File: src/rtl/romarb_pkg.sv
// romarb_pkg: shared constants, types and helpers for the PRG/CHR ROM arbiter.
//   Channel ids, default word bases, address/data widths, arbiter state
//   encoding and the little-endian byte-lane selector.
package romarb_pkg;

  localparam int unsigned MEMAW_DEF = 22;
  localparam int unsigned ADDRW     = 21;
  localparam int unsigned TAGW      = 19;
  localparam int unsigned DATAW     = 32;
  localparam int unsigned BYTEW     = 8;

  // channel ids
  localparam logic ROMPRG = 1'b0;
  localparam logic ROMCHR = 1'b1;

  // default word addresses of PRG byte 0 and CHR byte 0 (CHR sits 2 MB above PRG)
  localparam logic [MEMAW_DEF-1:0] PRGBASE_DEF = 22'h000000;
  localparam logic [MEMAW_DEF-1:0] CHRBASE_DEF = 22'h080000;

  typedef enum logic {
    ST_IDLE = 1'b0,
    ST_BUSY = 1'b1
  } arb_state_e;

  // pick byte lane l out of a little-endian word
  function automatic logic [BYTEW-1:0] lane_sel(input logic [DATAW-1:0] w,
                                                input logic [1:0]       l);
    logic [BYTEW-1:0] b;
    case (l)
      2'd0:    b = w[7:0];
      2'd1:    b = w[15:8];
      2'd2:    b = w[23:16];
      default: b = w[31:24];
    endcase
    return b;
  endfunction

endpackage

File: src/rtl/romarb_if.sv
// romarb_if: shared 32-bit external read port (SDRAM/BRAM bridge).
//   memaddr  word address          (master -> slave)
//   memreq   request level, held until memack
//   memack   one-cycle completion  (slave -> master)
//   memrdata read word, valid with memack
interface romarb_if #(
  parameter int unsigned MEMAW = 22
);
  logic [MEMAW-1:0]               memaddr;
  logic                           memreq;
  logic                           memack;
  logic [romarb_pkg::DATAW-1:0]   memrdata;

  modport master (output memaddr, output memreq, input memack, input memrdata);
  modport slave  (input memaddr, input memreq, output memack, output memrdata);
endinterface

File: src/rtl/romarb_buf.sv
// romarb_buf: one-word read buffer for a single ROM channel.
//   addr      byte address being looked up
//   hit_c     buffered word matches addr[20:2] and is valid
//   rdata_c   byte lane addr[1:0] of the buffered word
//   ld/ld_*   load port: tag, word and the valid value to store
//   inval     clear valid (a simultaneous load decides valid itself)
module romarb_buf
  import romarb_pkg::*;
(
  input  logic             clk,
  input  logic             reset,
  input  logic [ADDRW-1:0] addr,
  output logic             hit_c,
  output logic [BYTEW-1:0] rdata_c,
  input  logic             ld,
  input  logic [TAGW-1:0]  ld_tag,
  input  logic [DATAW-1:0] ld_data,
  input  logic             ld_valid,
  input  logic             inval
);

  logic [TAGW-1:0]  tag;
  logic [DATAW-1:0] data;
  logic             valid;

  // tag/data/valid storage
  always_ff @(posedge clk or posedge reset) begin
    if (reset) begin
      tag   <= '0;
      data  <= '0;
      valid <= 1'b0;
    end else begin
      if (ld) begin
        tag   <= ld_tag;
        data  <= ld_data;
        valid <= ld_valid;
      end else if (inval) begin
        valid <= 1'b0;
      end
    end
  end

  assign hit_c   = valid && (tag == addr[ADDRW-1:2]);
  assign rdata_c = lane_sel(data, addr[1:0]);

endmodule

File: src/rtl/romarb.sv
// romarb: serves mapper PRG/CHR ROM byte requests from one 32-bit memory port.
//   clk, reset            clock, async active-high reset
//   promaddr/promreq      PRG byte address / request level
//   promdata/promack      PRG byte / one-cycle completion
//   cromaddr/cromreq      CHR byte address / request level
//   cromdata/cromack      CHR byte / one-cycle completion
//   mem                   external word read port (romarb_if.master)
//   inval                 one-cycle pulse flushing both buffers
module romarb
  import romarb_pkg::*;
#(
  parameter int unsigned      MEMAW   = MEMAW_DEF,
  parameter logic [MEMAW-1:0] PRGBASE = MEMAW'(PRGBASE_DEF),
  parameter logic [MEMAW-1:0] CHRBASE = MEMAW'(CHRBASE_DEF)
) (
  input  logic             clk,
  input  logic             reset,
  input  logic [ADDRW-1:0] promaddr,
  input  logic             promreq,
  output logic [BYTEW-1:0] promdata,
  output logic             promack,
  input  logic [ADDRW-1:0] cromaddr,
  input  logic             cromreq,
  output logic [BYTEW-1:0] cromdata,
  output logic             cromack,
  romarb_if.master         mem,
  input  logic             inval
);

  logic             prom_req0, crom_req0;
  logic             prom_rise_c, crom_rise_c;
  logic             prom_hit_c, crom_hit_c;
  logic [BYTEW-1:0] prom_rd_c, crom_rd_c;

  logic             pend_prg, pend_chr;
  logic [TAGW-1:0]  word_prg, word_chr;
  logic [1:0]       lane_prg, lane_chr;

  arb_state_e       state;
  logic             gsel;
  logic             last_prg;
  logic             stale;
  logic [MEMAW-1:0] memaddr_q;
  logic             memreq_q;

  logic             done_c, ld_prg_c, ld_chr_c, ld_valid_c, grant_chr_c, grant_any_c;

  assign prom_rise_c = promreq && !prom_req0;
  assign crom_rise_c = cromreq && !crom_req0;

  assign done_c      = (state == ST_BUSY) && mem.memack;
  assign ld_prg_c    = done_c && (gsel == ROMPRG);
  assign ld_chr_c    = done_c && (gsel == ROMCHR);
  // a fetch overlapped by an invalidate still answers, but is not kept
  assign ld_valid_c  = !(stale || inval);

  // round-robin: CHR wins only if PRG is idle or PRG was granted last
  assign grant_chr_c = pend_chr && (!pend_prg || last_prg);
  assign grant_any_c = pend_prg || pend_chr;

  assign mem.memaddr = memaddr_q;
  assign mem.memreq  = memreq_q;

  romarb_buf u_prg_buf (
    .clk      (clk),
    .reset    (reset),
    .addr     (promaddr),
    .hit_c    (prom_hit_c),
    .rdata_c  (prom_rd_c),
    .ld       (ld_prg_c),
    .ld_tag   (word_prg),
    .ld_data  (mem.memrdata),
    .ld_valid (ld_valid_c),
    .inval    (inval)
  );

  romarb_buf u_chr_buf (
    .clk      (clk),
    .reset    (reset),
    .addr     (cromaddr),
    .hit_c    (crom_hit_c),
    .rdata_c  (crom_rd_c),
    .ld       (ld_chr_c),
    .ld_tag   (word_chr),
    .ld_data  (mem.memrdata),
    .ld_valid (ld_valid_c),
    .inval    (inval)
  );

  // edge detect, hit service, pending flags and the memory-port arbiter
  always_ff @(posedge clk or posedge reset) begin
    if (reset) begin
      prom_req0 <= 1'b0;
      crom_req0 <= 1'b0;
      promack   <= 1'b0;
      cromack   <= 1'b0;
      promdata  <= '0;
      cromdata  <= '0;
      pend_prg  <= 1'b0;
      pend_chr  <= 1'b0;
      word_prg  <= '0;
      word_chr  <= '0;
      lane_prg  <= '0;
      lane_chr  <= '0;
      state     <= ST_IDLE;
      gsel      <= ROMPRG;
      last_prg  <= 1'b0;
      stale     <= 1'b0;
      memaddr_q <= '0;
      memreq_q  <= 1'b0;
    end else begin
      prom_req0 <= promreq;
      crom_req0 <= cromreq;
      promack   <= 1'b0;
      cromack   <= 1'b0;

      if (prom_rise_c) begin
        if (prom_hit_c) begin
          promack  <= 1'b1;
          promdata <= prom_rd_c;
        end else begin
          pend_prg <= 1'b1;
          word_prg <= promaddr[ADDRW-1:2];
          lane_prg <= promaddr[1:0];
        end
      end

      if (crom_rise_c) begin
        if (crom_hit_c) begin
          cromack  <= 1'b1;
          cromdata <= crom_rd_c;
        end else begin
          pend_chr <= 1'b1;
          word_chr <= cromaddr[ADDRW-1:2];
          lane_chr <= cromaddr[1:0];
        end
      end

      case (state)
        ST_IDLE: begin
          stale <= 1'b0;
          if (grant_any_c) begin
            state    <= ST_BUSY;
            memreq_q <= 1'b1;
            gsel     <= grant_chr_c;
            last_prg <= !grant_chr_c;
            if (grant_chr_c) begin
              memaddr_q <= CHRBASE + MEMAW'(word_chr);
              pend_chr  <= 1'b0;
            end else begin
              memaddr_q <= PRGBASE + MEMAW'(word_prg);
              pend_prg  <= 1'b0;
            end
          end
        end
        ST_BUSY: begin
          if (inval) stale <= 1'b1;
          if (mem.memack) begin
            memreq_q <= 1'b0;
            state    <= ST_IDLE;
            if (gsel == ROMCHR) begin
              cromack  <= 1'b1;
              cromdata <= lane_sel(mem.memrdata, lane_chr);
            end else begin
              promack  <= 1'b1;
              promdata <= lane_sel(mem.memrdata, lane_prg);
            end
          end
        end
        default: state <= ST_IDLE;
      endcase
    end
  end

endmodule

File: src/flat_wrapper.sv
// flat-port wrapper written by rule: the top's interface ports become plain ports
module romarb_flat import romarb_pkg::*;
#(
  parameter int unsigned      MEMAW   = MEMAW_DEF,
  parameter logic [MEMAW-1:0] PRGBASE = MEMAW'(PRGBASE_DEF),
  parameter logic [MEMAW-1:0] CHRBASE = MEMAW'(CHRBASE_DEF)
)
  (clk, reset, promaddr, promreq, promdata, promack, cromaddr, cromreq, cromdata, cromack, inval, mem_memaddr, mem_memreq, mem_memack, mem_memrdata);
  romarb_if #(.MEMAW(MEMAW)) mem_i ();
  input  logic clk;
  input  logic reset;
  input  logic [ADDRW-1:0] promaddr;
  input  logic promreq;
  output logic [BYTEW-1:0] promdata;
  output logic promack;
  input  logic [ADDRW-1:0] cromaddr;
  input  logic cromreq;
  output logic [BYTEW-1:0] cromdata;
  output logic cromack;
  input  logic inval;
  output wire logic [$bits(mem_i.memaddr)-1:0] mem_memaddr;
  output wire logic [$bits(mem_i.memreq)-1:0] mem_memreq;
  input wire logic [$bits(mem_i.memack)-1:0] mem_memack;
  input wire logic [$bits(mem_i.memrdata)-1:0] mem_memrdata;
  assign mem_memaddr = mem_i.memaddr;
  assign mem_memreq = mem_i.memreq;
  assign mem_i.memack = mem_memack;
  assign mem_i.memrdata = mem_memrdata;
  romarb #(.MEMAW(MEMAW), .PRGBASE(PRGBASE), .CHRBASE(CHRBASE)) u_core (.clk(clk), .reset(reset), .promaddr(promaddr), .promreq(promreq), .promdata(promdata), .promack(promack), .cromaddr(cromaddr), .cromreq(cromreq), .cromdata(cromdata), .cromack(cromack), .mem(mem_i), .inval(inval));
endmodule
File: config.mk
export PLATFORM = sky130hd
export DESIGN_NAME = romarb_flat
export DESIGN_NICKNAME = d
export VERILOG_FILES = /design/src/rtl/romarb_pkg.sv /design/src/rtl/romarb_if.sv /design/src/rtl/romarb_buf.sv /design/src/rtl/romarb.sv /design/src/flat_wrapper.sv
export SDC_FILE = /design/constraint.sdc
export NUM_CORES = 1
export LEC_CHECK = 0
export ABC_AREA = 1
export CAP_MARGIN = 15
export CORE_MARGIN = 5
export CORE_UTILIZATION = 60
export CTS_CLUSTER_SIZE = 25
export DETAILED_ROUTE_END_ITERATION = 16
export PLACE_DENSITY = 0.92
export SLEW_MARGIN = 20
export SYNTH_ARGS = -nofsm -noshare
export SYNTH_HDL_FRONTEND = slang
export SYNTH_HIERARCHICAL = 1
export SYNTH_SLANG_ARGS = --single-unit
export TNS_END_PERCENT = 1
File: constraint.sdc
create_clock -name clk -period 5.1 [get_ports clk]
set_input_delay 1.53 -clock clk [delete_from_list [all_inputs] [get_ports clk]]
set_output_delay 1.53 -clock clk [all_outputs]
set_load 0.1 [all_outputs]
; ---- Yosys cells after proc, flatten, opt, wreduce, memory -nomap -nowiden
; Cells that the tools add are included.
[classes]
n_addsub = 1
eq_ne = 13
order_cmp = 0
n_shift = 0
bitwise_logic = 4
n_reduce_logical = 26
mul = 0
div = 0
mux = 46
[ops]
columns = operator, count
row1 = $pmux W8 S3, 4
row2 = $mux W8, 10
row3 = $eq A19 B19 Y1, 2
row4 = $mux W1, 28
row5 = $mux W22, 1
row6 = $add A20 B19 Y21 const A, 1
row7 = $eq A2 B1 Y1 const B, 4
row8 = $eq A2 B2 Y1 const B, 4
row9 = $logic_and A1 B1 Y1, 8
row10 = $logic_not A2 Y1, 4
row11 = $reduce_and A2 Y1, 4
row12 = $pmux W1 S2, 3
row13 = $logic_not A1 Y1, 5
row14 = $ne A2 B2 Y1 const B, 2
row15 = $not A1 Y1, 4
row16 = $reduce_bool A2 Y1, 2
row17 = $logic_or A1 B1 Y1, 3
row18 = $ne A2 B1 Y1 const B, 1
[totals]
mem_count = 0
ramBits = 0
elab_cells = 114
latchBits = 0
input_bits = 80
reg_bits = 195
out_inout_bits = 41
romBits = 0

; ---- Longest topological paths before layout
[depth]
word_depth = 7
mapped_depth = 14
mapped_depth_nobuf = 13

; ---- Modules after synthesis
; Netlist, hierarchy kept.
[by_module_without_submodules]
columns = mod, cells_per_inst, n_inst, seq_area_each_um2, area_per_inst_um2
row1 = romarb_buf, 350, 2, 1301.2, 2529.9
row2 = romarb, 587, 1, 2202.1, 4491.8

; ---- Least setup slack after synthesis
; Ideal clock, no wire load.
[synth_timing]
kind = input to register
from = in cromaddr[17]
to = reg u_core.cromdata[0]
path_buffers = 1
required_ns = 4.983
cell_stages = 11
setup_time_ns = 0.117
arrival_ns = 2.559
path_slack_ns = 2.425
cell_sequence = a21boi_0 -> nand2_1 -> nor2_1 -> nand3_1 -> nor2_1 -> buf_4 -> nand3_2 -> nand2_1 -> inv_1 -> nor2_1 -> nor2_1
[synth_via]
elab_chain_cells = 7
[synth_rtl]
columns = item, line
row1 = start: declaration, flat_wrapper.sv:16  ; input logic [ADDRW-1:0] cromaddr;
row2 = $eq A19 B19 Y1 *, romarb_buf.sv:43  ; assign hit_c = valid && (tag == addr[ADDRW-1:2]);
row3 = $logic_and A1 B1 Y1 *, romarb_buf.sv:43
row4 = via u_core.crom_hit_c, romarb.sv:32  ; logic prom_hit_c, crom_hit_c;
row5 = $mux W8 *, romarb.sv:129  ; if (crom_hit_c) begin
row6 = $mux W8 *, romarb.sv:128  ; if (crom_rise_c) begin
row7 = $mux W8, romarb.sv:161  ; if (gsel == ROMCHR) begin
row8 = $mux W8, romarb.sv:158  ; if (mem.memack) begin
row9 = $mux W8 *, romarb.sv:139  ; case (state)
row10 = end signal: assignment, romarb.sv:131  ; cromdata <= crom_rd_c;
row11 = end signal: assignment, romarb.sv:163  ; cromdata <= lane_sel(mem.memrdata, lane_chr);
row12 = end: declaration, romarb.sv:24  ; output logic [BYTEW-1:0] cromdata,
; Mark *: on every way through the listed nets, which the timed path passes. The rest lies on a longest branch.
; A chain may end at the register's enable or synchronous reset.

; ---- Worst setup path in the final report
[layout_timing]
from = reg u_core.memaddr_q[19] (netlist: u_core/mem.memaddr[19])
to = out mem_memaddr[19]
[layout_lines]
columns = item, line
row1 = start: declaration, romarb.sv:43  ; logic [MEMAW-1:0] memaddr_q;
row2 = start signal: assignment, romarb.sv:148  ; memaddr_q <= CHRBASE + MEMAW'(word_chr);
row3 = start signal: assignment, romarb.sv:151  ; memaddr_q <= PRGBASE + MEMAW'(word_prg);
row4 = end: declaration, flat_wrapper.sv:21  ; output wire logic [$bits(mem_i.memaddr)-1:0] mem_memaddr;
; No word-level cell between the ends.

==> results.yml <==
outcome:
  outcome: "completed"
final_layout:
  drive_gt1_share_pct: 4.591
  final_cell_mix: "nand2_1 (507), dfrtp_1 (192), inv_1 (169)"
  instances_no_fill: 1610
  nets: 1461
  diodes: 0
  layout_commonest_cell: "nand2_1"
  fill_cells: 1180
  syn_to_final_growth_pct: 18.88
clock_tree:
  cts_buffer_depth: 2
  cts_hold_buf: 0
  cts_root_buffer: "clkbuf_16"
  cts_resized: 0
  cts_tree: "built"
  worstSkewPairLatency_ns: 0.43
  cts_buffers: 17
  htreeDepth: 4
  path_clk_slew_ns: 0.07
  cts_sinks: 192
  post-cts-setup-buffer-count: 0
routing:
  drc: 0
  wire_per_inst_microns: 16.72
  drtAntennaViolNets: 0
  drt_iter0_markers: 1411
  drt-pass1-iter-count: 7
  vias_per_cell: 5.523
  drt_wl_total_microns: 26930
  vias: 8892
critical_path:
  r2r_slack_ns: 2.58
  crit_arrival_ns: 2.07
  cp_max_fo: 4
  critPathTopFamily: "buffers and inverters"
  cp-startpoint: "u_core/mem.memaddr[19]"
  endpoint: "mem_memaddr[19]"
  r2r_end: "u_core/mem.memaddr[17]"
  crit_type: "flip-flop to primary output"
  startpoint_type: "flip-flop"
  worst_r2r_path_depth: 4
  critPathBufInv: 1
  critPathRequiredTime_ns: 3.57
  crit_path_end_kind: "primary output"
  worstReg2RegStart: "u_core/pend_chr"
  crit_cells: 1
  path_cells: "clkdlybuf4s50_1"
  cpPeakStageDelay_ns: 1.20
  crit_slowest_cell: "clkdlybuf4s50_1"
global_route:
  antenna_found_initial: 0
  grt_pass1_vias: 8565
  grt_max_degree: 91
  grt_pass1_wl_microns: 42860
  track_usage_pct: 29.71
  grt_overflow_total: 0
sta:
  tightest_slew_ns: 1.012
  rsz0062_at_grt: "false"
  finClkSkew_ns: 0.005400
  drv_slew: 0
  max_freq_mhz: 277.8
  tns_ns: 0
  setup_violations: 0
  maxSlewHeadroom_pct: 32.31
  period_needed_ns: 3.600
  hold_viol_final: 0
  period_share_pct: 70.58
die:
  die_h_microns: 136.2
  chipWidth_microns: 136.2
  rows: 46
  start_util_pct: 60.57
  num_io_pins: 121
  die_area_sq_um: 18540
  coreArea_sq_um: 15770
placed_design:
  place_congestion: 0.9627
  detailed_place_hpwl_microns: 18510
  portBuffers: 118
  dp_cells: 1578
pwr:
  ir_worst_vdd_uv: 893.7
  powerDensity_nw_per_um2: 618.4
  totalPowerFinal_mw: 7.022
  p_leak_nw: 5.900
yosys:
  syn_inst: 1287
  yosys_warnings: 6
  syn-cell-area_sq_um: 9552
  synth_edf_count: 0
  synth_ff_type: "dfrtp_1"
  avgSynthCellArea_sq_um: 7.422
  synth_cell_types: 31
  ys_ff_latch: 192
  synth_seq_area_share_pct: 50.30
  synthArstFlopShare_pct: 100.0
flow_run:
  maxCapViolations: 0
hold_path:
  min_path_type: "flip-flop to flip-flop"
==> logic make-up (layout without fill, tap and decap cells) <==
logic type	count (synthesis)	count (layout)	synth area share [%]
AO/OA/AOI/OAI	145	145	7.964
XOR/XNOR	2	2	0.1834
buffers and inverters	231	337	10.32
flip-flops	192	192	50.30
other	1	2	0.03926
AND/OR/NAND/NOR	716	716	31.19
==> flip-flops by register name, summed over array words and instances, names as in the netlist, 2 cells and up <==
register / cells
u_core/cromdata: 8
u_core/lane_chr: 2
u_core/lane_prg: 2
u_core/mem.memaddr: 20
u_core/promdata: 8
u_core/u_chr_buf/data: 32
u_core/u_chr_buf/tag: 19
u_core/u_prg_buf/data: 32
u_core/u_prg_buf/tag: 19
u_core/word_chr: 19
u_core/word_prg: 19
==> report_power, final <==
group / internal [mW] / switching [mW] / total [mW]
registers: 2.13 / 0.373 / 2.51
logic: 0.852 / 2.37 / 3.22
clock network: 0.693 / 0.601 / 1.29
total: 3.68 / 3.34 / 7.02
==> layer usage <==
layer | vias up | part of all wire (%) | GRT usage, %
met1 | 4083 | 37 | 38.05
met2 | 552 | 46 | 47.30
met5 | - | 0 | 0
met3 | 118 | 11 | 6.514
li1 | 4139 | - | -
met4 | 0 | 5.6 | 16.07
==> worst min-delay path by stage <==
stage	cells past startpoint	from	to	slack, ns
global route	2	u_core/u_chr_buf/data[20]	u_core/u_chr_buf/data[20]	0.49
floorplan	2	u_core/u_chr_buf/data[0]	u_core/u_chr_buf/data[0]	0.44
finish	2	u_core/u_prg_buf/data[29]	u_core/u_prg_buf/data[29]	0.48
CTS	2	u_core/u_prg_buf/data[5]	u_core/u_prg_buf/data[5]	0.48
detailed placement	2	u_core/u_prg_buf/data[7]	u_core/u_prg_buf/data[7]	0.46
global placement	2	u_core/u_chr_buf/data[3]	u_core/u_chr_buf/data[3]	0.45
==> layout make-up <==
type / instances / area [sq um] / share of cell area, %
multi-input cells: 865 / 3770 / 33.20
well taps: 216 / 270.3 / 2.380
repair buffers: 125 / 1259 / 11.09
flip-flops and latches: 192 / 4805 / 42.31
inverters: 180 / 678.2 / 5.972
clock buffers: 18 / 439.2 / 3.868
clock inverters: 14 / 133.9 / 1.179
==> synth_stat cells (all sizes together), types with 7 or more instances <==
cell	n	area share, %
nand2	514	21
dfrtp	192	50
inv	179	7.0
o21ai	93	4.9
nor2	90	3.8
nand3	75	4.0
buf	44	3.0
a21oi	35	1.9
nand3b	19	1.6
nand4	18	1.2
o22ai	12	0.79
clkbuf	7	0.28
==> through the flow <==
step / worst slack [ns] / utilization [%] / area, sq um / hold WS, ns
final: 1.500 / 72.00 / 11350 / 0.4763
after global routing: 1.437 / 72.00 / 11350 / 0.4905
after CTS: 1.472 / 71.99 / 11350 / 0.4754
after detailed placement: 1.402 / 68.36 / 10780 / 0.4584
after global placement: 1.482 / 68.36 / 10780 / 0.4543
after floorplan: 1.291 / - / 9555 / 0.4422
==> worst reg2reg max path: cells and delay by family, from the launching register on <==
family / cells / cell delay, ns
flops: 1 / 0.65
simple gates: 2 / 0.37
buf+inv: 1 / 0.59
compound gates: 1 / 0.80
Power figures use the tool's default switching activity.
